[config.mk]
export PLATFORM = sky130hd
export DESIGN_NAME = anim_frame_ctrl_flat
export DESIGN_NICKNAME = d
export VERILOG_FILES = /design/src/rtl/anim_pkg.sv /design/src/rtl/anim_frame_ctrl_if.sv /design/src/rtl/anim_frame_ctrl_frame_timer.sv /design/src/rtl/anim_frame_ctrl.sv /design/src/flat_wrapper.sv
export SDC_FILE = /design/constraint.sdc
export NUM_CORES = 1
export LEC_CHECK = 0
export CAP_MARGIN = 30
export CORE_AREA = 2 2 53 55
export CTS_CLUSTER_SIZE = 24
export DETAILED_ROUTE_END_ITERATION = 7
export DIE_AREA = 0 0 55 57
export DONT_BUFFER_PORTS = 1
export PLACE_DENSITY = 0.73
export SLEW_MARGIN = 20
export SYNTH_ARGS = -nofsm -noshare
export SYNTH_HDL_FRONTEND = slang
export SYNTH_SLANG_ARGS = --single-unit
[constraint.sdc]
create_clock -name clk -period 2.6 [get_ports clk]
set_clock_uncertainty 0.1 [all_clocks]
set_input_delay 0.52 -clock clk [delete_from_list [all_inputs] [get_ports clk]]
set_output_delay 0.52 -clock clk [all_outputs]
set_load 0.02 [all_outputs]
[src/rtl/anim_pkg.sv]
// Shared definitions for the animation frame controller: state codes, plot
// op codes and the default frame-rate divider.
package anim_pkg;

    typedef enum logic [2:0] {
        S_DRAW      = 3'd0,
        S_WAIT      = 3'd1,
        S_ERASE     = 3'd2,
        S_LOAD      = 3'd3,
        S_CHECK     = 3'd4,
        S_GAME_OVER = 3'd5,
        S_INIT      = 3'd6
    } state_e;

    localparam logic [1:0] OP_DRAW  = 2'b00;
    localparam logic [1:0] OP_ERASE = 2'b01;

    // 1/30 s at 50 MHz
    localparam int FRAME_DIV_DEFAULT = 1666667;

    // Counter/index width that never collapses to zero bits.
    function automatic int clog2_min1(input int v);
        return (v > 1) ? $clog2(v) : 1;
    endfunction

endpackage

[src/rtl/anim_frame_ctrl_if.sv]
// Controller-to-datapath bus: plot strobes, sprite addressing, coordinate
// pulses and the edge-contact flags coming back.
interface anim_frame_ctrl_if
    import anim_pkg::*;
#(
    parameter int NUM_OBJ = 2,
    parameter int SIZE    = 4
);
    localparam int OBJ_W  = clog2_min1(NUM_OBJ);
    localparam int SIZE_W = clog2_min1(SIZE);

    logic               plot;
    logic [1:0]         op;
    logic [OBJ_W-1:0]   obj_sel;
    logic [SIZE_W-1:0]  dx;
    logic [SIZE_W-1:0]  dy;
    logic               load_coord;
    logic               init_coord;
    logic [NUM_OBJ-1:0] touch_edge;

    modport master (
        output plot, op, obj_sel, dx, dy, load_coord, init_coord,
        input  touch_edge
    );

    modport slave (
        input  plot, op, obj_sel, dx, dy, load_coord, init_coord,
        output touch_edge
    );

endinterface

[src/rtl/anim_frame_ctrl_frame_timer.sv]
// Pausable frame-rate wait counter; tick pulses on the last counted cycle.
module frame_timer
    import anim_pkg::*;
#(
    parameter int FRAME_DIV = FRAME_DIV_DEFAULT
) (
    input  logic clk,
    input  logic reset,
    input  logic en,
    input  logic pause,
    output logic tick
);
    localparam int CNT_W = clog2_min1(FRAME_DIV);
    localparam logic [CNT_W-1:0] LAST = CNT_W'(FRAME_DIV - 1);

    logic [CNT_W-1:0] count_q;
    logic [CNT_W-1:0] count_d;

    assign tick = en && !pause && (count_q == LAST);

    // Outside the wait state the count is held at zero so every wait starts fresh.
    always_comb begin
        count_d = count_q;
        if (!en || tick) begin
            count_d = '0;
        end else if (!pause) begin
            count_d = count_q + CNT_W'(1);
        end
    end

    always_ff @(posedge clk) begin
        if (reset) begin
            count_q <= '0;
        end else begin
            count_q <= count_d;
        end
    end

endmodule

[src/rtl/anim_frame_ctrl.sv]
// Frame-loop sequencer: draw, wait, erase, move, edge check, with game-over
// and restart. Owns sprite pixel sweep indices but no coordinates.
module anim_frame_ctrl
    import anim_pkg::*;
#(
    parameter int FRAME_DIV = FRAME_DIV_DEFAULT,
    parameter int NUM_OBJ   = 2,
    parameter int SIZE      = 4
) (
    input  logic                clk,
    input  logic                reset,
    input  logic                start,
    input  logic                pause,
    anim_frame_ctrl_if.master   bus,
    output logic                game_over,
    output logic [2:0]          state_dbg
);
    localparam int OBJ_W  = clog2_min1(NUM_OBJ);
    localparam int SIZE_W = clog2_min1(SIZE);
    localparam logic [OBJ_W-1:0]  OBJ_LAST = OBJ_W'(NUM_OBJ - 1);
    localparam logic [SIZE_W-1:0] PIX_LAST = SIZE_W'(SIZE - 1);

    state_e            state_q, state_d;
    logic [OBJ_W-1:0]  obj_q, obj_d;
    logic [SIZE_W-1:0] dx_q, dx_d;
    logic [SIZE_W-1:0] dy_q, dy_d;
    logic              wait_tick;

    frame_timer #(.FRAME_DIV(FRAME_DIV)) u_timer (
        .clk   (clk),
        .reset (reset),
        .en    (state_q == S_WAIT),
        .pause (pause),
        .tick  (wait_tick)
    );

    // Draw and erase share one raster sweep: dx fastest, then dy, then sprite.
    always_comb begin
        state_d = state_q;
        obj_d   = obj_q;
        dx_d    = dx_q;
        dy_d    = dy_q;
        case (state_q)
            S_DRAW, S_ERASE: begin
                if (dx_q != PIX_LAST) begin
                    dx_d = dx_q + SIZE_W'(1);
                end else begin
                    dx_d = '0;
                    if (dy_q != PIX_LAST) begin
                        dy_d = dy_q + SIZE_W'(1);
                    end else begin
                        dy_d = '0;
                        if (obj_q != OBJ_LAST) begin
                            obj_d = obj_q + OBJ_W'(1);
                        end else begin
                            obj_d   = '0;
                            state_d = (state_q == S_DRAW) ? S_WAIT : S_LOAD;
                        end
                    end
                end
            end
            S_WAIT:      if (wait_tick) state_d = S_ERASE;
            S_LOAD:      state_d = S_CHECK;
            S_CHECK:     state_d = (|bus.touch_edge) ? S_GAME_OVER : S_DRAW;
            S_GAME_OVER: if (start) state_d = S_INIT;
            S_INIT:      state_d = S_DRAW;
            default: begin
                state_d = S_DRAW;
                obj_d   = '0;
                dx_d    = '0;
                dy_d    = '0;
            end
        endcase
    end

    always_ff @(posedge clk) begin
        if (reset) begin
            state_q <= S_DRAW;
            obj_q   <= '0;
            dx_q    <= '0;
            dy_q    <= '0;
        end else begin
            state_q <= state_d;
            obj_q   <= obj_d;
            dx_q    <= dx_d;
            dy_q    <= dy_d;
        end
    end

    assign bus.plot       = (state_q == S_DRAW) || (state_q == S_ERASE);
    assign bus.op         = (state_q == S_ERASE) ? OP_ERASE : OP_DRAW;
    assign bus.obj_sel    = obj_q;
    assign bus.dx         = dx_q;
    assign bus.dy         = dy_q;
    assign bus.load_coord = (state_q == S_LOAD);
    assign bus.init_coord = (state_q == S_INIT);
    assign game_over      = (state_q == S_GAME_OVER);
    assign state_dbg      = state_q;

endmodule

[src/flat_wrapper.sv]
// flat-port wrapper written by rule: the top's interface ports become plain ports
module anim_frame_ctrl_flat import anim_pkg::*;
#(
    parameter int FRAME_DIV = FRAME_DIV_DEFAULT,
    parameter int NUM_OBJ   = 2,
    parameter int SIZE      = 4
)
  (clk, reset, start, pause, game_over, state_dbg, bus_plot, bus_op, bus_obj_sel, bus_dx, bus_dy, bus_load_coord, bus_init_coord, bus_touch_edge);
  anim_frame_ctrl_if #(.NUM_OBJ(NUM_OBJ), .SIZE(SIZE)) bus_i ();
  input  logic clk;
  input  logic reset;
  input  logic start;
  input  logic pause;
  output logic game_over;
  output logic [2:0] state_dbg;
  output wire logic [$bits(bus_i.plot)-1:0] bus_plot;
  output wire logic [$bits(bus_i.op)-1:0] bus_op;
  output wire logic [$bits(bus_i.obj_sel)-1:0] bus_obj_sel;
  output wire logic [$bits(bus_i.dx)-1:0] bus_dx;
  output wire logic [$bits(bus_i.dy)-1:0] bus_dy;
  output wire logic [$bits(bus_i.load_coord)-1:0] bus_load_coord;
  output wire logic [$bits(bus_i.init_coord)-1:0] bus_init_coord;
  input wire logic [$bits(bus_i.touch_edge)-1:0] bus_touch_edge;
  assign bus_plot = bus_i.plot;
  assign bus_op = bus_i.op;
  assign bus_obj_sel = bus_i.obj_sel;
  assign bus_dx = bus_i.dx;
  assign bus_dy = bus_i.dy;
  assign bus_load_coord = bus_i.load_coord;
  assign bus_init_coord = bus_i.init_coord;
  assign bus_i.touch_edge = bus_touch_edge;
  anim_frame_ctrl #(.FRAME_DIV(FRAME_DIV), .NUM_OBJ(NUM_OBJ), .SIZE(SIZE)) u_core (.clk(clk), .reset(reset), .start(start), .pause(pause), .bus(bus_i), .game_over(game_over), .state_dbg(state_dbg));
endmodule
==> results of run 1 <==
## metal layers
metal  wire length, µm  part of all wire
met5                 0                 0
met4                43             0.015
met3               157             0.054
met2              1460              0.51
met1              1230              0.42
## cells by family after synthesis
family | count (synthesis) | synth area share
XOR/XNOR | 21 | 0.125
AND/OR/NAND/NOR | 86 | 0.312
adder cells (fa/ha/maj) | 4 | 0.0339
other | 1 | 0.00254
AO/OA/AOI/OAI | 18 | 0.0771
buffers and inverters | 14 | 0.0568
flip-flops | 29 | 0.393
## where the power goes
part	internal (mW)	switching (mW)	leakage, nW
clock network	0.127	0.150	0.0314
logic	0.0655	0.116	0.250
registers	0.473	0.0824	0.234
total	0.666	0.349	0.516
## layout make-up
| class | instances | area, µm² |
|---|---|---|
| inverter | 6 | 22.5 |
| multi-input combinational | 130 | 812 |
| clock buffer | 7 | 55.1 |
| timing repair buffer | 2 | 15.0 |
| fill | 254 | 1090 |
| sequential | 29 | 581 |
| tap | 31 | 38.8 |
## placed cells by master (no fill, tap or decap), drive strengths merged, types with 2 or more instances in the layout
cell    instances
or3             2
nand2           7
nand4b          2
clkbuf          7
dfxtp          29
buf             2
ha              4
and3            6
o21ai           2
nand3           5
nor2b           2
xor2            9
inv             6
xnor2          12
nand4           7
nor3            5
a211oi          2
a21oi           9
or4b            3
and4            2
nor2           37
nor4            3
## critical path: stages (launching register included)
cell and delay [ns]:
dfxtp_1 0.66, or2_1 0.33, inv_2 0.15, and2_1 0.27
## sequential cells by signal (all words and copies together) (netlist names)
name	count
u_core.bus.dx	2
u_core.state_dbg	3
u_core.bus.obj_sel	1
u_core.bus.dy	2
u_core.u_timer.count_q	21
## metrics by stage
stage | setup WS [ns] | cell area [µm²] | instances | total power, mW
after CTS | 0.246 | 1520 | 205 | 1.02
after global routing | 0.159 | 1520 | 205 | 1.07
final | 0.237 | 1520 | 205 | 1.01
after detailed placement | 0.477 | 1470 | 198 | 0.748
after floorplan | 0.639 | 1480 | 173 | 0.734
after global placement | 0.581 | 1470 | 198 | 0.733
## worst max path at each step
stage	cells past startpoint	from	end
finish	3	u_core.state_dbg[2]$_SDFFE_PP0P_	bus_op[0]
global route	3	u_core.state_dbg[2]$_SDFFE_PP0P_	bus_op[0]
CTS	3	u_core.state_dbg[2]$_SDFFE_PP0P_	bus_op[0]
detailed placement	6	u_core.u_timer.count_q[1]$_SDFFE_PP0N_	u_core.state_dbg[0]$_SDFFE_PP0P_
global placement	7	u_core.u_timer.count_q[0]$_SDFFE_PP0N_	u_core.state_dbg[0]$_SDFFE_PP0P_
floorplan	7	u_core.u_timer.count_q[0]$_SDFFE_PP0N_	u_core.state_dbg[0]$_SDFFE_PP0P_
==> out/qor.csv, run 1 <==
metric;value;unit
synth_ff_type;dfxtp_1;
r2r_slack;0.47;ns
io_buffer_count;0;
path_clk_slew;0.09;ns
ios;20;
grt_pass1_vias;1091;
cts_tree;yes;
synth-edff-count;0;
slew_headroom;0.646;
cp_max_fo;11;
syn_area;0.00148;mm²
cts_hold_buffers;0;
max_freq;423;MHz
fp.coreArea;0.00262;mm²
die_height;57;µm
yosysMostFrequentCell;nor2_1;
arrival;1.74;ns
syn_inst;173;
whs_path_depth;1;
clock-sinks;29;
worstSetupEndpointType;output port;
worstRegToRegCells;6;
drc;0;
antenna_found_initial;0;
crit_required;1.98;ns
seq_area_frac_synth;0.393;
grt_util_all_layers;0.210;
yosys_warnings;0;
use_met3;0.0890;
cts-root-buf;clkbuf_4;
numCtsBuffers;5;
gp_congestion;0.754;
drv_cap;0;
final_core_util;0.583;
grt_util_met1;0.227;
worst_setup_path_start_kind;register;
die_area;0.00314;mm²
tns;0;ns
start_util;0.565;
die-width;55;µm
dpl.hpwl;2090;µm
grtUsageMet2;0.359;
final_max_slew_viol_count;0;
layout-drive-gt1-share;0.0690;
p_per_area;666;mW/mm²
grt_pass1_wl;4680;µm
leakage;0.516;nW
synth.distinct_cells;41;
period_share;0.909;
via_per_inst;5.72;
num-nets-final;184;
hold_slack;0.146;ns
h-tree-depth;2;
status;completed;
vdd_drop_max;0.519;mV
fin_crit;2.36;ns
synth-seq-cells;29;
rsz0062_at_grt;no;
detailedRoute.firstPassIterationCount;4;
r2r-end;u_core.state_dbg[0]$_SDFFE_PP0P_;
r2r-start;u_core.u_timer.count_q[1]$_SDFFE_PP0N_;
synth.avg_cell_area;8.53;µm²
setup_viol;0;
criticalPathCategory;register to output port;
post_cts_buffers;0;
hp-start;reset;
synth_fp_nets;183;
cts_max_path_buffers;2;
grt-ovfl-total;0;
vias;1173;
layout-area-overhead-vs-synth;3.22;%
cts_resized;0;
hold_end;u_core.state_dbg[0]$_SDFFE_PP0P_;
ant_nets;0;
wl;2890;µm
wl_per_cell;14.1;µm
rows;19;
worstMarginPinSlew;0.530;ns
grt_start_max_net_pins;22;
yosysTopAreaCellShare;0.393;
drtIter0Drc;18;
hold_violations;0;
yosys.area.top_type;dfxtp_1;
insertion_delay;0.33;ns
synth_common_cells;37 x nor2_1, 29 x dfxtp_1, 12 x xnor2_1;
insertedDiodeCount;0;
synth_area_leaders;dfxtp_1 39%, nor2_1 9.4%, xnor2_1 7.1%, xor2_1 5.3%, ha_1 3.4%;
hold_path.class;input pin to register;
grt_busiest_layer;met2;
asyncSetResetFlopFracSynth;0;
No activity file was read; power rests on OpenSTA's default activity.
==> inputs of run 2 (changes only) <==
--- a/config.mk
+++ b/config.mk
@@ -12,6 +12,7 @@
 export DIE_AREA = 0 0 55 57
 export DONT_BUFFER_PORTS = 1
 export PLACE_DENSITY = 0.73
+export RECOVER_POWER = 100
 export SLEW_MARGIN = 20
 export SYNTH_ARGS = -nofsm -noshare
 export SYNTH_HDL_FRONTEND = slang
==> run 2 against run 1 <==
Against the previous run: routed wire length is essentially flat; clock power is essentially flat; worst hold slack is essentially flat; critical path type unchanged; sequential share of layout area grew 0.54 points; final area shrank 1.4%; sequential power is essentially flat; utilization shrank 0.81 points; via count shrank 0.34%; largest power group unchanged; flip-flop and latch count is the same.
==> out/qor.csv, run 2 (same netlist as run 1, synthesis figures left out) <==
metric;value;unit
status;completed;
tns;0;ns
top_register;u_core.u_timer.count_q;
hold_end;u_core.state_dbg[0]$_SDFFE_PP0P_;
whs_path_depth;1;
ant_nets;0;
ios;20;
hp-start;reset;
grt_pass1_wl;4680;µm
drtIter0Drc;14;
wl_met3;147;µm
start_util;0.565;
regArea;581;µm²
vias;1169;
r2r_slack;0.26;ns
layout-drive-gt1-share;0.0575;
io_buffer_count;0;
clock-sinks;29;
post-place-ws;0.477;ns
cp_max_fo;11;
dpl.hpwl;2090;µm
path_clk_slew;0.09;ns
layout-area-overhead-vs-synth;1.78;%
rows;19;
rsz0062_at_grt;no;
wl;2890;µm
placedCellCount;198;
post_cts_buffers;0;
hold_path.class;input pin to register;
nFillCells;257;
fp.coreArea;0.00262;mm²
p_per_area;675;mW/mm²
final_max_slew_viol_count;0;
grt_pass1_vias;1091;
grt_util_all_layers;0.210;
final_cells;205;
worstSetupEndpointType;output port;
setup_ws;0.203;ns
layout_common_cells;37 x nor2_1, 29 x dfxtp_1, 12 x xnor2_1, 9 x xor2_1, 9 x a21oi_1;
h-tree-depth;2;
worstMarginPinSlew;0.528;ns
insertedDiodeCount;0;
hold_violations;0;
cts-root-buf;clkbuf_4;
max_freq;417;MHz
cts_max_path_buffers;2;
grt_start_max_net_pins;22;
multi_input_area;793;µm²
drc;0;
die_area;0.00314;mm²
final_common_cell;nor2_1;
period_share;0.922;
vdd_drop_max;0.519;mV
arrival;1.78;ns
cts_hold_buffers;0;
crit_required;1.98;ns
top_layer;met4;
r2r-end;u_core.u_timer.count_q[15]$_SDFFE_PP0N_;
cts_resized;0;
worstRegToRegCells;6;
setup_viol;0;
numCtsBuffers;5;
drv_cap;0;
met1Wirelength;1230;µm
criticalPathCategory;register to output port;
detailedRoute.firstPassIterationCount;4;
wl_per_cell;14.1;µm
die-width;55;µm
antenna_found_initial;0;
cts_tree;yes;
fin_crit;2.40;ns
r2r-start;u_core.u_timer.count_q[1]$_SDFFE_PP0N_;
worst_setup_path_start_kind;register;
leakage;0.495;nW
largest_register_ffs;21;
via_per_inst;5.70;
grt-ovfl-total;0;
route.met2.wl;1470;µm
die_height;57;µm
slew_headroom;0.648;
num-nets-final;184;
gp_congestion;0.754;
insertion_delay;0.33;ns
## run 2: worst max-delay path by stage
stage / from / end / cells after the start
after floorplan: u_core.u_timer.count_q[0]$_SDFFE_PP0N_ / u_core.state_dbg[0]$_SDFFE_PP0P_ / 7
after global placement: u_core.u_timer.count_q[0]$_SDFFE_PP0N_ / u_core.state_dbg[0]$_SDFFE_PP0P_ / 7
after detailed placement: u_core.u_timer.count_q[1]$_SDFFE_PP0N_ / u_core.state_dbg[0]$_SDFFE_PP0P_ / 6
after CTS: u_core.state_dbg[2]$_SDFFE_PP0P_ / bus_op[0] / 3
after global routing: u_core.u_timer.count_q[0]$_SDFFE_PP0N_ / u_core.u_timer.count_q[11]$_SDFFE_PP0N_ / 7
final: u_core.state_dbg[2]$_SDFFE_PP0P_ / bus_op[0] / 3
## run 2: critical path, stage by stage, from the launching register on
cell	delay, ns
dfxtp_1	0.66
or2_1	0.33
inv_2	0.15
and2_0	0.30
## run 2: power breakdown
part | total (mW) | internal [mW] | switching (mW) | leakage [nW]
Sequential | 0.555 | 0.473 | 0.0822 | 0.234
Clock | 0.279 | 0.127 | 0.152 | 0.0314
Combinational | 0.180 | 0.0641 | 0.116 | 0.229
## run 2: stage by stage
step	instance area [µm²]	utilization	total power, mW	hold slack [ns]
3_5_place_dp	1470	0.562	0.748	0.413
2_1_floorplan	1480	-	0.734	0.385
6_report	1500	0.575	1.01	0.147
5_1_grt	1500	0.575	1.07	0.126
4_1_cts	1520	0.583	1.02	0.134
3_3_place_gp	1470	0.562	0.733	0.406
## run 2: layout make-up
cell class | instances | area share
flip-flops and latches | 29 | 0.386
multi-input cells | 130 | 0.528
repair buffers | 2 | 0.00833
clock buffers | 7 | 0.0366
well taps | 31 | 0.0258
inverters | 6 | 0.0150
## run 2: layer usage
| layer | GRT usage | up-vias |
|---|---|---|
| met2 | 0.359 | 22 |
| met5 | 0 | - |
| met1 | 0.227 | 545 |
| met3 | 0.0890 | 6 |
| li1 | - | 596 |
| met4 | 0.0732 | 0 |
==> patch (config.mk and constraints of run 2) <==
`dx_q` no longer has a reset.
--- a/src/rtl/anim_frame_ctrl.sv
+++ b/src/rtl/anim_frame_ctrl.sv
@@ -77,14 +77,16 @@
         if (reset) begin
             state_q <= S_DRAW;
             obj_q   <= '0;
-            dx_q    <= '0;
             dy_q    <= '0;
         end else begin
             state_q <= state_d;
             obj_q   <= obj_d;
-            dx_q    <= dx_d;
             dy_q    <= dy_d;
         end
+    end
+
+    always_ff @(posedge clk) begin
+        dx_q <= dx_d;
     end
 
     assign bus.plot       = (state_q == S_DRAW) || (state_q == S_ERASE);
Function: changed (a bounded check fails within 4 cycles, from zero or initial values and one cycle with reset high).
==> patch against run 2 <==
  * Routed wire length decreased by 3.1%
  * Sequential cell count stayed put
  * Critical path depth did not move
  * Final area increased by 3.2%
  * Area after synthesis rose by 0.68%
  * Worst setup slack worse by 15 ps
  * Sequential share of layout area rose by 0.075 points
  * Hold slack worse by 5.3 ps
  * Synthesized cell count increased by 0.58%
Power is not compared: it rests on default switching activity, and its combinational part moved more than twofold at a synthesized area within 25%.
==> patch: results (changes against run 2) <==
[metrics] Max-Cap Viols: 0 (unchanged)
[metrics] Plain + repair buffers: 1 (-1)
[metrics] number of global-route vias before repair: 1190 (+9.1%)
[metrics] WL final: 2800 µm (-3.1%)
[metrics] sequential element share of the synthesized area: 40.4% (+1.1 points)
[metrics] clk_lat worst skew: 330 ps (about the same)
[metrics] worst hold endpoint: u_core.bus.dy[1]
[metrics] type of the tightest min-delay check: primary input to register
[metrics] gr usage total: 20.6% (-0.42 points)
[metrics] fraction of area in clock buffers and inverters: 3.55% (-0.12 points)
[metrics] Synth async-reset ratio: 0% (unchanged)
[metrics] most instantiated cells after synthesis: sky130_fd_sc_hd__dfxtp_1 (27), sky130_fd_sc_hd__nor2_1 (25), sky130_fd_sc_hd__a21oi_1 (10), sky130_fd_sc_hd__inv_1 (10), sky130_fd_sc_hd__xnor2_1 (10)
[metrics] wire length of the first global-routing pass: 4630 µm (-1.0%)
[metrics] endpoint of the worst register-to-register path: u_core.u_timer.count_q[2]
[metrics] Filler Cell Count: 244 (-5.1%)
[metrics] dpl ws: 531 ps (+53.5 ps)
[metrics] final layout net count: 187 (+1.6%)
[metrics] status: complete, no violations
[metrics] Max stage delay cell, worst path: sky130_fd_sc_hd__dfxtp_1
[metrics] Synth area leaders: sky130_fd_sc_hd__dfxtp_1 (36%), sky130_fd_sc_hd__nor2_1 (6.3%), sky130_fd_sc_hd__xnor2_1 (5.9%)
[metrics] Mapped Nets: 184 (+0.55%)
[metrics] number of synthesized flops with an enable pin: 2 (+2)
[metrics] post-placement cell area: 0.00151 mm² (+2.6%)
[metrics] maximum cell stage delay along the critical path: 450 ps (-210 ps)
[metrics] Layout non-clock buf frac: 0.323% (-0.51 points)
[metrics] worst hold slack across all endpoints: 141 ps (-5.26 ps)
[metrics] crit-path leading delay family: simple AND/OR/NAND/NOR gates
[metrics] arrival time of data at the critical path endpoint: roughly 1800 ps
[metrics] first-pass iteration count of the detailed router: 4 (unchanged)
[metrics] sequential cell area share: 38.7% (+0.075 points)
[metrics] Cell variety after synth: 40 (-2.4%)
[metrics] CTS clock-pin slew for the worst setup and hold paths: 90 ps (about the same)
[metrics] final RePlAce weighted congestion: 0.734 (-2.7%)
[metrics] startpoint of the worst register-to-register path: u_core.u_timer.count_q[13]
[metrics] Cells on Worst Hold Path: 1 (unchanged)
[metrics] max-slew headroom at the worst pin: 65.2% (+0.45 points)
[metrics] area of the multi-input gates: 815 µm² (+2.7%)
[metrics] number of multi-input combinational cells in the layout: 130 (unchanged)
[metrics] number of ordinary inverters in the final layout: 10 (+4)
[metrics] critical-path maximum fanout: 9 (-2)
[metrics] Detail Placement HPWL: 2020 µm (-3.6%)
[metrics] yosys warns: 0 (unchanged)
[metrics] reg-to-reg slack, setup: 510 ps (+250 ps)
[metrics] post-cts resize count: 0 (unchanged)
[metrics] vias per std cell: 5.82 (+2.1%)
-- patch: cell count changes after synthesis, moves of 4 or more --
| cell | before | now |
|---|---|---|
| sky130_fd_sc_hd__o21ai_0 | 2 | 9 |
| sky130_fd_sc_hd__xor2_1 | 9 | 3 |
| sky130_fd_sc_hd__o31ai_1 | 0 | 4 |
| sky130_fd_sc_hd__nand4_1 | 7 | 3 |
| sky130_fd_sc_hd__or4_1 | 0 | 5 |
| sky130_fd_sc_hd__nor2_1 | 37 | 25 |
| sky130_fd_sc_hd__inv_1 | 5 | 10 |
| sky130_fd_sc_hd__nand3_1 | 5 | 9 |
-- patch: per-stage QoR --
stage / power [mW] / instances
final: 0.718 / 209
after detailed placement: 0.468 / 201
after floorplan: 0.469 / 174
after global routing: 0.746 / 209
after CTS: 0.731 / 209
after global placement: 0.468 / 201
-- patch: worst max-delay path by stage --
stage	start	endpoint	slack, ps	cells after the start
after floorplan	pause	u_core.u_timer.count_q[15]	610	5
after global placement	pause	u_core.u_timer.count_q[15]	570	4
after detailed placement	pause	u_core.u_timer.count_q[19]	530	4
after CTS	u_core.state_dbg[2]	bus_op[0]	230	3
after global routing	u_core.state_dbg[2]	bus_op[0]	70	3
final	u_core.state_dbg[2]	bus_op[0]	190	3
-- patch: cells by family after synthesis --
kind of cell / after synthesis / share of synthesized area, %
AND/OR/NAND/NOR: 81 / 31.0
AO/OA/AOI/OAI: 31 / 13.0
flip-flops: 29 / 40.4
buffers and inverters: 15 / 4.29
XOR/XNOR: 13 / 7.66
adder cells (fa/ha/maj): 4 / 3.37
other: 1 / 0.252
-- patch: metal layers --
metal	routed length, µm	part of all wire (%)	up-vias	global-route usage [%]
li1	-	-	623	-
met1	1220	44	560	21.0
met2	1360	48	27	34.7
met3	168	6.0	7	8.12
met4	58	2.1	0	11.5
met5	0	0	-	0
